### src/rtl/outlier_writeback_pkg.sv
`default_nettype none
// ============================================================================
// Module      : lidar_wb_pkg
// Description : Shared constants and FSM state encoding for the outlier
//               write-back stage and its address-mapping helper.
//               Contents: default geometry (lane width, bus width, lanes per
//               word, header words, byte-enable width) and the write-back
//               FSM state codes.
//               Optional build macro used by the stage: WB_COALESCE_EN.
// Revision    : 1.0 - initial release
// ============================================================================
package lidar_wb_pkg;

  // Default geometry of the packed point BRAM.
  localparam int WB_N            = 16;                 // bits per lane (one coordinate)
  localparam int WB_BUS_SIZE     = 32;                 // BRAM data width
  localparam int WB_LANES        = WB_BUS_SIZE / WB_N; // points per BRAM word
  localparam int WB_HEADER_WORDS = 2;                  // header words ahead of point data
  localparam int WB_MASK_W       = WB_BUS_SIZE / 8;    // byte-enable (lane mask) width
  localparam int WB_BRAM_SHIFT   = 2;                  // byte-address shift per word
  localparam int WB_IDX_W        = 16;                 // outlier index width
  localparam int WB_CNT_W        = 32;                 // outlier counter width

  // Write-back FSM state encoding.
  typedef logic [2:0] wb_state_t;

  localparam wb_state_t ST_IDLE   = 3'd0;
  localparam wb_state_t ST_DRAIN  = 3'd1;
  localparam wb_state_t ST_FLUSH  = 3'd2;
  localparam wb_state_t ST_STATUS = 3'd3;
  localparam wb_state_t ST_DONE   = 3'd4;

endpackage
`default_nettype wire

### src/rtl/outlier_writeback_addr_map.sv
`default_nettype none
// ============================================================================
// Module      : outlier_addr_map
// Description : Combinational point-index mapper. Converts a point index into
//               the byte address of the packed BRAM word holding it, the
//               byte-enable mask selecting its lane, and an accept flag.
//               Index 0 is reserved padding and indices at or beyond the
//               point-cloud size are out of range; both are rejected.
// Ports       : idx              in  IDX_W          point index
//               point_cloud_size in  32             number of valid points
//               addr             out 32             word byte address
//               mask             out BUS_SIZE/8     lane byte-enable mask
//               accept           out 1              index is a real point
// Revision    : 1.0 - initial release
// ============================================================================
module outlier_addr_map
  import lidar_wb_pkg::*;
#(
  parameter int N            = WB_N,
  parameter int BUS_SIZE     = WB_BUS_SIZE,
  parameter int BRAM_SHIFT   = WB_BRAM_SHIFT,
  parameter int HEADER_WORDS = WB_HEADER_WORDS,
  parameter int IDX_W        = WB_IDX_W
) (
  input  logic [IDX_W-1:0]      idx,
  input  logic [31:0]           point_cloud_size,
  output logic [31:0]           addr,
  output logic [BUS_SIZE/8-1:0] mask,
  output logic                  accept
);

  localparam int LANES      = BUS_SIZE / N;
  localparam int LANE_BYTES = N / 8;

  logic [31:0] idx_ext;
  logic [31:0] word;
  logic [31:0] lane;

  always_comb begin
    idx_ext = 32'(idx);
    word    = 32'(HEADER_WORDS) + (idx_ext / 32'(LANES));
    lane    = idx_ext % 32'(LANES);
    addr    = word << BRAM_SHIFT;
    accept  = (idx_ext != 32'd0) && (idx_ext < point_cloud_size);
  end

  // Each lane owns LANE_BYTES contiguous byte enables; only the selected
  // lane's group is set.
  for (genvar l = 0; l < LANES; l++) begin : g_lane
    assign mask[l*LANE_BYTES +: LANE_BYTES] = {LANE_BYTES{lane == 32'(l)}};
  end

endmodule
`default_nettype wire

### src/rtl/outlier_writeback.sv
`default_nettype none
// ============================================================================
// Module      : outlier_writeback
// Description : Drains outlier point indices from a first-word-fall-through
//               FIFO, zeroes the 16-bit lane of each accepted point in the
//               x BRAM with byte-enables, writes the accepted-outlier count
//               into header word 0 of the z BRAM and pulses done.
//               Build option WB_COALESCE_EN: when defined, adjacent accepted
//               indices that fall into the same BRAM word are merged into a
//               single masked write; when undefined every accepted index
//               issues its own single-lane write one cycle after its pop.
// Ports       : clock            in  1             system clock, rising edge
//               reset_n          in  1             async active-low reset
//               start            in  1             run request pulse
//               point_cloud_size in  32            number of valid points
//               fifo_dout        in  IDX_W         FIFO head (FWFT)
//               fifo_empty       in  1             FIFO empty flag
//               fifo_rd          out 1             FIFO pop strobe
//               addr_x           out 32            x BRAM byte address
//               write_in_x       out BUS_SIZE      x BRAM write data (zero)
//               en_x             out 1             x BRAM enable
//               we_x             out BUS_SIZE/8    x BRAM byte enables
//               addr_z           out 32            z BRAM byte address
//               write_in_z       out BUS_SIZE      z BRAM write data
//               en_z             out 1             z BRAM enable
//               we_z             out BUS_SIZE/8    z BRAM byte enables
//               busy             out 1             run in progress
//               done             out 1             completion pulse
//               outlier_count    out CNT_W         accepted outliers
// Revision    : 1.0 - initial release
// ============================================================================
module outlier_writeback
  import lidar_wb_pkg::*;
#(
  parameter int N            = WB_N,
  parameter int BUS_SIZE     = WB_BUS_SIZE,
  parameter int BRAM_SHIFT   = WB_BRAM_SHIFT,
  parameter int HEADER_WORDS = WB_HEADER_WORDS,
  parameter int IDX_W        = WB_IDX_W,
  parameter int CNT_W        = WB_CNT_W
) (
  input  logic                  clock,
  input  logic                  reset_n,
  input  logic                  start,
  input  logic [31:0]           point_cloud_size,
  input  logic [IDX_W-1:0]      fifo_dout,
  input  logic                  fifo_empty,
  output logic                  fifo_rd,
  output logic [31:0]           addr_x,
  output logic [BUS_SIZE-1:0]   write_in_x,
  output logic                  en_x,
  output logic [BUS_SIZE/8-1:0] we_x,
  output logic [31:0]           addr_z,
  output logic [BUS_SIZE-1:0]   write_in_z,
  output logic                  en_z,
  output logic [BUS_SIZE/8-1:0] we_z,
  output logic                  busy,
  output logic                  done,
  output logic [CNT_W-1:0]      outlier_count
);

  localparam int MASK_W = BUS_SIZE / 8;

  // --------------------------------------------------------------------------
  // Index -> {word address, lane mask, accept}
  // --------------------------------------------------------------------------
  logic [31:0]       map_addr;
  logic [MASK_W-1:0] map_mask;
  logic              map_accept;

  outlier_addr_map #(
    .N            (N),
    .BUS_SIZE     (BUS_SIZE),
    .BRAM_SHIFT   (BRAM_SHIFT),
    .HEADER_WORDS (HEADER_WORDS),
    .IDX_W        (IDX_W)
  ) u_addr_map (
    .idx              (fifo_dout),
    .point_cloud_size (point_cloud_size),
    .addr             (map_addr),
    .mask             (map_mask),
    .accept           (map_accept)
  );

  // --------------------------------------------------------------------------
  // State
  // --------------------------------------------------------------------------
  wb_state_t         state_q, state_d;
  logic [CNT_W-1:0]  count_q, count_d;
  logic [31:0]       addr_x_q, addr_x_d;
  logic              en_x_q, en_x_d;
  logic [MASK_W-1:0] we_x_q, we_x_d;

`ifdef WB_COALESCE_EN
  logic              pend_valid_q, pend_valid_d;
  logic [31:0]       pend_addr_q, pend_addr_d;
  logic [MASK_W-1:0] pend_mask_q, pend_mask_d;
`endif

  logic pop;
  assign pop = (state_q == ST_DRAIN) && !fifo_empty;

  always_comb begin
    state_d  = state_q;
    count_d  = count_q;
    addr_x_d = addr_x_q;   // address holds between writes
    en_x_d   = 1'b0;       // write strobes are single-cycle by default
    we_x_d   = '0;
`ifdef WB_COALESCE_EN
    pend_valid_d = pend_valid_q;
    pend_addr_d  = pend_addr_q;
    pend_mask_d  = pend_mask_q;
`endif

    case (state_q)
      ST_IDLE: begin
        if (start) begin
          count_d = '0;
`ifdef WB_COALESCE_EN
          pend_valid_d = 1'b0;
          pend_mask_d  = '0;
`endif
          state_d = ST_DRAIN;
        end
      end

      ST_DRAIN: begin
        if (fifo_empty) begin
`ifdef WB_COALESCE_EN
          // Schedule the final pending word so it is written during FLUSH.
          if (pend_valid_q) begin
            en_x_d   = 1'b1;
            we_x_d   = pend_mask_q;
            addr_x_d = pend_addr_q;
          end
          pend_valid_d = 1'b0;
`endif
          state_d = ST_FLUSH;
        end else if (map_accept) begin
          count_d = (&count_q) ? count_q : count_q + CNT_W'(1);
`ifdef WB_COALESCE_EN
          if (pend_valid_q && (map_addr == pend_addr_q)) begin
            pend_mask_d = pend_mask_q | map_mask;
          end else begin
            // New word: evict the old entry next cycle, keep the new one.
            if (pend_valid_q) begin
              en_x_d   = 1'b1;
              we_x_d   = pend_mask_q;
              addr_x_d = pend_addr_q;
            end
            pend_valid_d = 1'b1;
            pend_addr_d  = map_addr;
            pend_mask_d  = map_mask;
          end
`else
          en_x_d   = 1'b1;
          we_x_d   = map_mask;
          addr_x_d = map_addr;
`endif
        end
      end

      ST_FLUSH:  state_d = ST_STATUS;
      ST_STATUS: state_d = ST_DONE;
      ST_DONE:   state_d = ST_IDLE;
      default:   state_d = ST_IDLE;
    endcase
  end

  always_ff @(posedge clock or negedge reset_n) begin
    if (!reset_n) begin
      state_q  <= ST_IDLE;
      count_q  <= '0;
      addr_x_q <= '0;
      en_x_q   <= 1'b0;
      we_x_q   <= '0;
`ifdef WB_COALESCE_EN
      pend_valid_q <= 1'b0;
      pend_addr_q  <= '0;
      pend_mask_q  <= '0;
`endif
    end else begin
      state_q  <= state_d;
      count_q  <= count_d;
      addr_x_q <= addr_x_d;
      en_x_q   <= en_x_d;
      we_x_q   <= we_x_d;
`ifdef WB_COALESCE_EN
      pend_valid_q <= pend_valid_d;
      pend_addr_q  <= pend_addr_d;
      pend_mask_q  <= pend_mask_d;
`endif
    end
  end

  // --------------------------------------------------------------------------
  // Outputs
  // --------------------------------------------------------------------------
  assign fifo_rd       = pop;
  assign addr_x        = addr_x_q;
  assign write_in_x    = '0;
  assign en_x          = en_x_q;
  assign we_x          = we_x_q;

  // Status word always lands in header word 0 of the z BRAM.
  assign addr_z        = '0;
  assign en_z          = (state_q == ST_STATUS);
  assign we_z          = {MASK_W{en_z}};
  assign write_in_z    = en_z ? BUS_SIZE'(count_q) : '0;

  assign busy          = (state_q == ST_DRAIN) || (state_q == ST_FLUSH) ||
                         (state_q == ST_STATUS);
  assign done          = (state_q == ST_DONE);
  assign outlier_count = count_q;

endmodule
`default_nettype wire

### config.mk
export PLATFORM = sky130hd
export DESIGN_NAME = outlier_writeback
export DESIGN_NICKNAME = d
export VERILOG_FILES = /design/src/rtl/outlier_writeback_pkg.sv /design/src/rtl/outlier_writeback_addr_map.sv /design/src/rtl/outlier_writeback.sv
export SDC_FILE = /design/constraint.sdc
export NUM_CORES = 1
export LEC_CHECK = 0
export CORE_MARGIN = 3
export CORE_UTILIZATION = 25
export CTS_CLUSTER_DIAMETER = 50
export DETAILED_ROUTE_END_ITERATION = 10
export GPL_ROUTABILITY_DRIVEN = 1
export SLEW_MARGIN = 20
export SYNTH_ARGS = -nofsm -noshare
export SYNTH_HDL_FRONTEND = slang
export SYNTH_SLANG_ARGS = --single-unit
### constraint.sdc
create_clock -name clock -period 3 [get_ports clock]
set_input_delay 0.6 -clock clock [delete_from_list [all_inputs] [get_ports clock]]
set_output_delay 0.6 -clock clock [all_outputs]
set_load 0.01 [all_outputs]
==> Word-level counts from Yosys, hierarchy flattened <==
Cells that the tools add are included.
{ "totals": {"reg_bits": 70, "input_bits": 52, "output_inout_bits": 173, "elab_cells": 46} }
{ "classes": {"add_sub_neg": 2, "order_cmp": 1, "n_eq_ne": 9, "muxes": 15, "bitwise_logic": 1, "reduce_logical": 13} }
{ "ops": {"columns": ["op", "count"], "rows": [
  ["32-bit two-way mux", 5],
  ["32-bit one-hot mux with 2 select lines", 1],
  ["32-bit by 1-bit adder with 32-bit output (second input constant)", 1],
  ["32-bit zero test", 1],
  ["16-bit by 32-bit < comparator with 1-bit output", 1],
  ["32-bit AND reduction", 1],
  ["2-bit by 15-bit adder with 16-bit output (first input constant)", 1],
  ["16-bit nonzero test", 1],
  ["4-bit two-way mux", 3],
  ["3-bit one-hot mux with 4 select lines", 1],
  ["2-bit inequality test (second input constant)", 5],
  ["3-bit by 2-bit equality test with 1-bit output (second input constant)", 2],
  ["3-bit two-way mux", 2],
  ["5-bit AND reduction", 1],
  ["3-bit by 1-bit equality test with 1-bit output (second input constant)", 1],
  ["3-bit equality test (second input constant)", 1],
  ["3-bit zero test", 1],
  ["1-bit two-way mux", 3],
  ["3-bit AND reduction", 1],
  ["1-bit logical AND", 2],
  ["1-bit logical OR", 2],
  ["2-bit AND reduction", 1],
  ["2-bit nonzero test", 1],
  ["1-bit zero test", 1],
  ["1-bit NOT", 1]
]} }

==> Logic depth before layout (Yosys ltp) <==
{ "depth": {"ltp_word": 5, "mapped_depth": 10, "mapped_depth_nobuf": 8} }

==> Cells and area by module <==
A second synthesis with hierarchy kept.
{ "hier_totals": {"hier_cells": 539, "hier_area_um2": 5002.3} }
{ "modules_own_cells": {"columns": ["module", "n_inst", "cells_per_inst", "area_each_um2", "seq_area_each_um2"], "rows": [
  ["outlier_writeback", 1, 420, 4146.5, 1801.7],
  ["outlier_addr_map", 1, 119, 855.8, 0.0]
]} }

==> Worst setup path after synthesis <==
No wires, ideal clock.
{ "synth_timing": {"kind": "input to register", "start": "input point_cloud_size[15]", "end": "register addr_x_q[10], in the netlist addr_x[10]", "setup_ns": 0.125, "t_arrival_ns": 2.489, "t_required_ns": 2.875, "slack_ns": 0.385, "stages": 9, "path_buffers": 1, "cell_sequence": "inv_1 > ha_1 > nand4_1 > or3_4 > a2111oi_4 > o31a_4 > nor2_4 > buf_6 > mux2_4"} }
{ "synth_via": {"elab_chain_cells": 3} }
{ "synth_rtl": {"columns": ["item", "line", "rtl"], "rows": [
  ["start, declared", "outlier_writeback.sv:45", "input logic [31:0] point_cloud_size,"],
  ["16-bit by 32-bit < comparator with 1-bit output", "outlier_writeback_addr_map.sv:44", "accept = (idx_ext != 32'd0) && (idx_ext < point_cloud_size);"],
  ["1-bit logical AND", "outlier_writeback_addr_map.sv:44", null],
  ["3-bit AND reduction (no source line)", null, null],
  ["end signal, assigned", "outlier_writeback.sv:185", "addr_x_q <= addr_x_d;"],
  ["end, declared", "outlier_writeback.sv:90", "logic [31:0] addr_x_q, addr_x_d;"]
]} }
No other way between the ends.
A chain may end at the register's enable or synchronous reset.

==> Worst setup path in the final report <==
{ "layout_timing": {"start": "input point_cloud_size[9]", "end": "register addr_x_q[4], in the netlist addr_x[4]"} }
Same word-level chain as after synthesis.

==> results.tsv <==
stage	metric	value	unit
place	dp_hpwl	10080	µm
timing	slew_headroom	38.53	%
logic_synthesis	synthXorXnorAreaFrac	2.395	%
setup_path	cp-end-kind	flip-flop	
power	ir_drop	0.3128	mV
finish	final_cell_mix	143 x clkdlybuf4s50_1, 80 x conb_1, 54 x dfrtp_1, 42 x buf_4, 35 x and2_1	
logic_synthesis	syn_inst	512	
status	status	finished clean	
global_route	first_global_vias	3645	
timing	skew	0.005629	ns
timing	rsz0062_at_grt	true	
logic_synthesis	synthDistinctLibCells	54	
logic_synthesis	yosysSeqAreaShare	30.79	%
clock_network	cts.clk_slew.worst_paths	0.07	ns
job	max_cap_viol_count	0	
clock_network	cts_buffers	5	
global_route	track_usage	12.61	%
power	powerDensity	551.2	nW/µm²
logic_synthesis	synth_ff_type	dfrtp_1	
timing	hold_viol	0	
logic_synthesis	async_reset_ff_share	100.0	%
floorplan	die_h	138.5	µm
finish	area_delta_synth_final	41.31	%
floorplan	initial_core_util	26.01	%
clock_network	clockRootBuffer	clkbuf_16	
logic_synthesis	ys_ff_latch	54	
setup_path	crit_type	in -> reg	
finish	diodes	0	
clock_network	worstSkewPairLatency	0.30	ns
detailed_routing	routedWlPerCell	14.27	µm
place	port-buffer-count	144	
timing	clock.fmax	0.3456	GHz
detailed_routing	drc	0	
logic_synthesis	synth.avg_cell_area	8.573	µm²
place	routabilityCongestion	0.7813	
clock_network	clock-sinks	54	
place	dp.cells	894	
clock_network	post_cts_buffers	0	
logic_synthesis	synth_top_family_by_area	simple AND/OR/NAND/NOR gates	
global_route	gr-total-overflow	0	
setup_path	critical_path_required	3.18	ns
logic_synthesis	synth-compound-area-share	14.34	%
timing	min_period	2.893	ns
finish	fin_nets	751	
logic_synthesis	synthMuxAreaShare	4.647	%
global_route	grt_max_degree	38	
setup_path	cp.arrival	3.07	ns
logic_synthesis	synth_edf_count	0	
power	p_leak	2.681	nW
place	preCtsSetupSlack	-0.2234	ns
clock_network	cts_max_level	2	
global_route	antenna_found_initial	0	
finish	final_cell_count_no_fill	901	
timing	report.final.slew_viol_count	0	
detailed_routing	dr.pass1.iters	5	
timing	period_share	96.44	%
timing	setup_ws	0.1068	ns
timing	worst_pin_slew	0.9187	ns
global_route	grt_first_pass_wirelength	19910	µm
finish	layout_commonest_cell	clkdlybuf4s50_1	
detailed_routing	vias	4002	
detailed_routing	viasPerCell	4.442	
setup_path	cp-start-kind	input port	
clock_network	cts_buffer_depth	2	
floorplan	ios	225	
logic_synthesis	yosysWarningCount	0	
detailed_routing	drt_iter0_markers	220	
logic_synthesis	synth_area	4389	µm²
floorplan	die_width	138.5	µm
clock_network	cts_resized	0	
finish	finalCoreUtilization	36.75	%
min_path	holdCritPathClass	in -> async	
logic_synthesis	synth_adder_area_share	5.131	%
power	total_power	3.419	mW
setup_path	cp_max_fo	16	
clock_network	holdBufCountCts	0	
floorplan	die_area	19180	µm²
logic_synthesis	synth_simple_gate_area_share	23.00	%
timing	setup_viol	0	
floorplan	core	16880	µm²
detailed_routing	ant_nets	0	
clock_network	tritoncts	done	
detailed_routing	wl	12860	µm
finish	drive_above_1_share	11.89	%
floorplan	rows	47	
## metrics by stage
step	instance area [µm²]	hold slack, ns	setup TNS [ns]
global placement	6030	0.4918	-5.894
floorplan	4686	0.3044	0
CTS	6198	0.3646	0
finish	6202	0.3399	0
global route	6202	0.3969	-0.01425
detailed placement	6030	0.4980	-6.195
## final cells by class
class / instances / area (µm²)
well taps: 220 / 275.3
multi-input cells: 399 / 2491
clock buffers: 6 / 138.9
repair buffers: 188 / 1792
inverters: 33 / 123.9
fillers: 1746 / 10680
flip-flops and latches: 54 / 1351
clock inverters: 1 / 30.03
## report_power, final
group          switching, mW  total [mW]  leakage (nW)  internal, mW
logic                  0.816        1.66          1.89         0.839
registers              0.181        1.09         0.711         0.907
clock network          0.262       0.675        0.0829         0.412
total                   1.26        3.42          2.68          2.16
## layer usage
layer,vias up,GRT usage [%],share of wire (%)
li1,1978,-,-
met1,1861,17.50,46
met2,155,20.63,47
met3,8,1.899,6.1
met4,0,3.172,1.2
met5,-,0,0
## cell usage after synthesis, types with 12 or more instances
master,number,area [µm²]
nor2_1,16,60.06
inv_1,33,123.9
nand4_1,12,75.07
o21ai_0,18,90.09
buf_4,87,653.1
nand3_1,16,80.08
dfrtp_1,54,1351
nor4_1,17,106.4
a21oi_1,22,110.1
nand2_1,34,127.6
and2_1,35,219.0
nor3_1,16,80.08
a31oi_1,31,193.9
ha_1,18,225.2
## cells by family (layout without fill, tap and decap cells)
kind of cell,after synthesis,in the layout
AO/OA/AOI/OAI,95,95
XOR/XNOR,12,12
adder cells (fa/ha/maj),18,18
buffers and inverters,138,228
flip-flops,54,54
multiplexers,16,16
other,1,80
AND/OR/NAND/NOR,178,178
## state kept, by name (all words and copies together) (netlist names)
register and count:
state_q 3, we_x 2, outlier_count 32, en_x 1, addr_x 16
## worst paths after layout
| kind | startpoint | endpoint | slack, ns | cells past startpoint |
|---|---|---|---|---|
| worst max-delay path | point_cloud_size[9] | addr_x[4] | 0.11 | 10 |
| worst min-delay path | reset_n | outlier_count[7] | 0.34 | 1 |
| worst max register to register | outlier_count[0] | outlier_count[12] | 0.62 | 7 |
| worst min register to register | addr_x[6] | addr_x[6] | 0.51 | 1 |
| max in group asynchronous | reset_n | addr_x[17] | 1.99 | 2 |
| min in group clock | addr_x[6] | addr_x[6] | 0.51 | 1 |
## worst max-delay path: stages
cell	delay, ns
clkdlybuf4s50_1	0.46
inv_1	0.05
ha_1	0.30
a21oi_1	0.15
o21a_1	0.15
o22ai_1	0.08
buf_4	0.16
o31a_4	0.30
nor2_4	0.43
mux2_2	0.40
(Power assumes the default switching activity.)
